<file path="config.mk">
export PLATFORM = sky130hd
export DESIGN_NAME = uart_tx_dump
export DESIGN_NICKNAME = d
export VERILOG_FILES = /design/src/rtl/uart_tx_dump_pkg.sv /design/src/rtl/uart_baud_gen.sv /design/src/rtl/uart_tx_dump.sv
export SDC_FILE = /design/constraint.sdc
export NUM_CORES = 1
export LEC_CHECK = 0
export CORE_MARGIN = 10
export CORE_UTILIZATION = 44
export CTS_CLUSTER_SIZE = 16
export DETAILED_ROUTE_END_ITERATION = 16
export MAX_ROUTING_LAYER = met4
export PLACE_DENSITY = 0.67
export SYNTH_ARGS = -nofsm -noshare
export SYNTH_HDL_FRONTEND = slang
export SYNTH_SLANG_ARGS = --single-unit
</file>
<file path="constraint.sdc">
create_clock -name clk -period 2.7 [get_ports clk]
set_clock_uncertainty 0.2 [all_clocks]
set_input_delay 0.675 -clock clk [delete_from_list [all_inputs] [get_ports clk]]
set_output_delay 0.675 -clock clk [all_outputs]
set_load 0.02 [all_outputs]
</file>
<file path="src/rtl/uart_tx_dump_pkg.sv">
// Shared UART definitions: frame state encoding, data width, default bit period.
// Used by the dump transmitter and its baud generator.
package uart_tx_dump_pkg;

  localparam int unsigned UART_DATA_W      = 8;
  localparam int unsigned CLKS_PER_BIT_DEF = 5208;  // 50 MHz / 9600 baud
  localparam int unsigned BAUD_CNT_W       = 16;

  typedef enum logic [2:0] {
    StIdle,
    StFetch,
    StLatch,
    StStart,
    StData,
    StPar,
    StStop
  } uart_state_e;

endpackage

</file>
<file path="src/rtl/uart_baud_gen.sv">
// Loadable down-counter producing a one-cycle tick at each UART bit boundary.
// Reloads itself after reaching zero while enabled; idles at zero otherwise.
module uart_baud_gen #(
  parameter int unsigned CntW = 16
) (
  input  logic            clk_i,
  input  logic            rst_ni,
  input  logic            load_i,
  input  logic            en_i,
  input  logic [CntW-1:0] reload_i,
  output logic            tick_o
);

  logic [CntW-1:0] cnt_q, cnt_d;
  logic            tick_q, tick_d;

  always_comb begin
    cnt_d = '0;
    if (load_i) begin
      cnt_d = reload_i;
    end else if (en_i) begin
      cnt_d = (cnt_q == '0) ? reload_i : cnt_q - CntW'(1);
    end
    // Registered so the tick lines up with the cycle the counter sits at zero.
    tick_d = (load_i || en_i) && (cnt_d == '0);
  end

  always_ff @(posedge clk_i or negedge rst_ni) begin
    if (!rst_ni) begin
      cnt_q  <= '0;
      tick_q <= 1'b0;
    end else begin
      cnt_q  <= cnt_d;
      tick_q <= tick_d;
    end
  end

  assign tick_o = tick_q;

endmodule

</file>
<file path="src/rtl/uart_tx_dump.sv">
// Reads a block of bytes from configuration RAM and sends each one as a UART frame.
// Define UART_TX_PARITY_EN for an even-parity bit (8E1); default build is 8N1.
module uart_tx_dump
  import uart_tx_dump_pkg::*;
#(
  parameter int unsigned CLKS_PER_BIT = CLKS_PER_BIT_DEF,
  parameter int unsigned ADDR_W       = 8
) (
  input  logic                   clk,
  input  logic                   rst_n,
  input  logic                   dump_req,
  input  logic [ADDR_W-1:0]      dump_addr,
  input  logic [ADDR_W:0]        dump_len,
  input  logic                   abort,
  output logic                   rd_en,
  output logic [ADDR_W-1:0]      rd_addr,
  input  logic [UART_DATA_W-1:0] rd_data,
  output logic                   tx,
  output logic                   baud_tick,
  output logic                   busy,
  output logic                   done
);

  localparam int unsigned BitCntW = $clog2(UART_DATA_W);
  localparam logic [BAUD_CNT_W-1:0] BaudReload = BAUD_CNT_W'(CLKS_PER_BIT - 1);
  localparam logic [BitCntW-1:0] LastBit = BitCntW'(UART_DATA_W - 1);

  uart_state_e            state_q;
  logic [ADDR_W-1:0]      addr_q;
  logic [ADDR_W:0]        remain_q;
  logic [UART_DATA_W-1:0] shift_q;
  logic [BitCntW-1:0]     bit_cnt_q;
  logic                   tx_q;
  logic                   rd_en_q;
  logic                   busy_q;
  logic                   done_q;
`ifdef UART_TX_PARITY_EN
  logic                   par_q;
`endif

  logic tick;
  logic baud_load;
  logic baud_en;

  assign baud_load = (state_q == StLatch);
  assign baud_en   = (state_q == StStart) || (state_q == StData) ||
                     (state_q == StPar)   || (state_q == StStop);

  uart_baud_gen #(
    .CntW (BAUD_CNT_W)
  ) u_baud_gen (
    .clk_i    (clk),
    .rst_ni   (rst_n),
    .load_i   (baud_load),
    .en_i     (baud_en),
    .reload_i (BaudReload),
    .tick_o   (tick)
  );

  always_ff @(posedge clk or negedge rst_n) begin
    if (!rst_n) begin
      state_q   <= StIdle;
      addr_q    <= '0;
      remain_q  <= '0;
      shift_q   <= '0;
      bit_cnt_q <= '0;
      tx_q      <= 1'b1;
      rd_en_q   <= 1'b0;
      busy_q    <= 1'b0;
      done_q    <= 1'b0;
`ifdef UART_TX_PARITY_EN
      par_q     <= 1'b0;
`endif
    end else begin
      rd_en_q <= 1'b0;
      done_q  <= 1'b0;
      unique case (state_q)
        StIdle: begin
          tx_q <= 1'b1;
          if (dump_req) begin
            addr_q   <= dump_addr;
            remain_q <= dump_len;
            if (dump_len == '0) begin
              done_q <= 1'b1;
            end else begin
              busy_q  <= 1'b1;
              rd_en_q <= 1'b1;
              state_q <= StFetch;
            end
          end
        end
        StFetch: begin
          state_q <= StLatch;
        end
        StLatch: begin
          shift_q <= rd_data;
`ifdef UART_TX_PARITY_EN
          par_q   <= ^rd_data;
`endif
          tx_q    <= 1'b0;
          state_q <= StStart;
        end
        StStart: begin
          if (tick) begin
            tx_q      <= shift_q[0];
            bit_cnt_q <= '0;
            state_q   <= StData;
          end
        end
        StData: begin
          if (tick) begin
            if (bit_cnt_q == LastBit) begin
`ifdef UART_TX_PARITY_EN
              tx_q    <= par_q;
              state_q <= StPar;
`else
              tx_q    <= 1'b1;
              state_q <= StStop;
`endif
            end else begin
              shift_q   <= shift_q >> 1;
              tx_q      <= shift_q[1];
              bit_cnt_q <= bit_cnt_q + BitCntW'(1);
            end
          end
        end
`ifdef UART_TX_PARITY_EN
        StPar: begin
          if (tick) begin
            tx_q    <= 1'b1;
            state_q <= StStop;
          end
        end
`endif
        StStop: begin
          if (tick) begin
            remain_q <= remain_q - (ADDR_W + 1)'(1);
            addr_q   <= addr_q + ADDR_W'(1);
            // abort is only honoured here so a frame is never cut short.
            if (remain_q == (ADDR_W + 1)'(1) || abort) begin
              done_q  <= 1'b1;
              busy_q  <= 1'b0;
              state_q <= StIdle;
            end else begin
              rd_en_q <= 1'b1;
              state_q <= StFetch;
            end
          end
        end
        default: begin
          tx_q    <= 1'b1;
          busy_q  <= 1'b0;
          state_q <= StIdle;
        end
      endcase
    end
  end

  assign rd_en     = rd_en_q;
  assign rd_addr   = addr_q;
  assign tx        = tx_q;
  assign baud_tick = tick;
  assign busy      = busy_q;
  assign done      = done_q;

endmodule

</file>
==> results.json <==
{
  "run_status": "finished clean",
  "setup_violations": 0,
  "fin_cells": 458,
  "wl_mm": 6.82,
  "critical_path_class": "reg2reg",
  "critPathLaunchType": "flip-flop",
  "cts.sink_count": 52,
  "portBuffers": 41,
  "synth_area_per_cell_um2": 8.67,
  "synth_top_cell_area_share": 0.435,
  "arrival_ns": 2.61,
  "globalplace.congestion": 0.847,
  "antenna_cells": 0,
  "die_x_um": 102,
  "max-slew-margin-rel": 0.459,
  "yosysWarnings": 0,
  "path_max_fanout": 8,
  "yosysSeqAreaShare": 0.444,
  "ys_ff_latch": 52,
  "post-route-min-period_ns": 2.60,
  "period_share": 0.963,
  "worstHoldPathType": "reg2reg",
  "drt_iter0_markers": 136,
  "dp_hpwl_mm": 5.00,
  "cts_root_buffer": "clkbuf_8",
  "final_area_um2": 3630,
  "power_leakage_nw": 1.49,
  "fmax_mhz": 385,
  "drc": 0,
  "end_kind": "flip-flop",
  "yosysTopAreaCell": "dfrtp_1",
  "grt-ovfl-total": 0,
  "cts_made_buffers": 5,
  "ios": 42,
  "ant_nets": 0,
  "grt_pass1_vias": 2437,
  "power_density_nw_per_um2": 456,
  "cts_tree": "built",
  "start_util": 0.456,
  "netlist_area_um2": 2930,
  "power_w": 0.00165,
  "drive_gt1_frac": 0.102,
  "final.setup.worst_slack_ns": 0.0998,
  "wl_per_cell_um": 14.9,
  "vias_per_cell": 5.66,
  "die_area_um2": 10300,
  "synthFlopType": "dfrtp_1",
  "dr_total_vias": 2590,
  "die_h_um": 102,
  "grt_pass1_wl_mm": 11.6,
  "holdWs_ns": 0.303,
  "synth_cells": 338,
  "dpl.cell_count": 447,
  "drv_slew": 0,
  "irDropWorstVdd_mv": 0.254,
  "cts_buffer_depth": 2,
  "core_area_um2": 6420,
  "critPathRequiredTime_ns": 2.71,
  "ys_types": 55,
  "async_reset_ff_frac": 1.00,
  "grt_max_degree": 30,
  "synth_edf_count": 0,
  "clock_latency_ns": 0.31,
  "track_usage": 0.139,
  "cap_violations": 0,
  "dpl_cell_area_um2": 3430,
  "syn_to_final_growth_pct": 23.8,
  "nNetsFinal": 415,
  "firstDrtPassIters": 7,
  "antenna_found_initial": 0,
  "clk_pin_slew_ns": 0.10,
  "htreeDepth": 2,
  "syn_nets": 373,
  "num_rows": 29,
  "pre_cts_slack_ns": -0.157,
  "hold_violations": 0,
  "worst_slew_pin_slew_ns": 0.808,
  "synth_area_leaders": "dfrtp_1 (44%), nand2_1 (5.5%), a21oi_1 (4.8%)"
}
==> critical path, stage by stage, from the launching register on <==
cell and delay, ns:
dfrtp_1 0.44, inv_1 0.08, ha_1 0.19, or4b_1 0.62, buf_4 0.22, o31ai_1 0.32, o21ai_0 0.17, nor4_2 0.26
==> cells in the final DEF, fill, tap and decap left out, types with 3 or more instances in the layout <==
| cell type | instances |
|---|---|
| clkdlybuf4s50_1 | 40 |
| ha_1 | 6 |
| o21ai_0 | 19 |
| dfrtp_1 | 51 |
| buf_4 | 13 |
| nand2_1 | 43 |
| or3_1 | 5 |
| nor4_1 | 4 |
| bufinv_16 | 3 |
| clkbuf_8 | 5 |
| a21oi_1 | 27 |
| nor3_1 | 17 |
| nand3_1 | 11 |
| or3b_2 | 3 |
| inv_1 | 9 |
| a31oi_1 | 13 |
| nor4_2 | 3 |
| nor3b_1 | 3 |
| o22ai_1 | 8 |
| o211ai_1 | 3 |
| nor2_1 | 37 |
| xnor2_1 | 8 |
==> final timing paths <==
check                                       to           startpoint  cells past startpoint  slack, ns
hold reg to reg                   bit_cnt_q[2]         bit_cnt_q[2]                      2       0.30
hold / removal                    bit_cnt_q[2]         bit_cnt_q[2]                      2       0.30
max in group asynchronous                   tx                rst_n                      3       1.22
min in group asynchronous  u_baud_gen.cnt_q[1]                rst_n                      2       0.54
setup reg to reg             u_baud_gen.tick_o  u_baud_gen.cnt_q[0]                      7        0.1
setup / recovery             u_baud_gen.tick_o  u_baud_gen.cnt_q[0]                      7        0.1
==> per-stage QoR <==
step	TNS, ns	utilization
2_1_floorplan	0	-
3_3_place_gp	-1.17	0.535
3_5_place_dp	-1.34	0.535
4_1_cts	0	0.561
5_1_grt	-0.00946	0.565
6_report	0	0.565
==> final cells by class <==
type | instances | area [um^2]
Inverter | 9 | 33.8
Fill cell | 589 | 2790
Tap cell | 77 | 96.3
Sequential cell | 52 | 1300
Clock inverter | 3 | 90.1
Timing Repair Buffer | 56 | 533
Clock buffer | 5 | 68.8
Multi-Input combinational cell | 256 | 1500
==> kinds of logic (layout without fill, tap and decap cells) <==
group / Yosys count / count (layout) / share of synthesized area
simple gates: 145 / 145 / 0.254
flops: 52 / 52 / 0.444
compound gates: 93 / 93 / 0.194
buf+inv: 30 / 73 / 0.0461
fa+ha+maj: 7 / 7 / 0.0290
mux: 1 / 1 / 0.00341
xor+xnor: 10 / 10 / 0.0299
==> where the power goes <==
group / internal [W] / switching [W] / leakage (nW)
Sequential: 0.000794 / 0.0000147 / 0.650
Clock: 0.000463 / 0.000265 / 0.0784
Combinational: 0.0000657 / 0.0000500 / 0.766
==> layer usage <==
metal  track usage  vias up  share of wire
met5             -        -              0
met4        0.0462        0          0.013
met3        0.0293       10          0.045
met1         0.181     1228           0.49
met2         0.210       55           0.45
li1              -     1297              -
==> cells in the mapped netlist, drive strengths merged, types with 3 or more instances <==
master  instances
buf            11
nand3          11
nand2          43
clkbuf         10
or3             5
a31oi          13
xnor2           8
o211ai          3
inv             9
nor3           17
o22ai           8
nor2           38
o21ai          21
nor4            8
dfrtp          51
nor3b           3
or3b            3
ha              6
a21oi          29
==> what timing repair did <==
action | 4_1_cts | 5_1_grt
setup buffers | 0 | 2
endpoints found under the hold margin | 5 | 0
resized for setup | 0 | 2
hold buffers | 1 | 0
endpoints found under the setup margin | 0 | 7
==> sequential cells by signal, summed over array words and instances (netlist names) <==
| signal | count |
|---|---|
| u_baud_gen.tick_o | 1 |
| rd_en | 1 |
| tx | 1 |
| state_q | 3 |
| shift_q | 8 |
| busy | 1 |
| u_baud_gen.cnt_q | 16 |
| bit_cnt_q | 3 |
| rd_addr | 8 |
| done | 1 |
| remain_q | 9 |
Note: power is estimated with default switching activity, not from simulation.
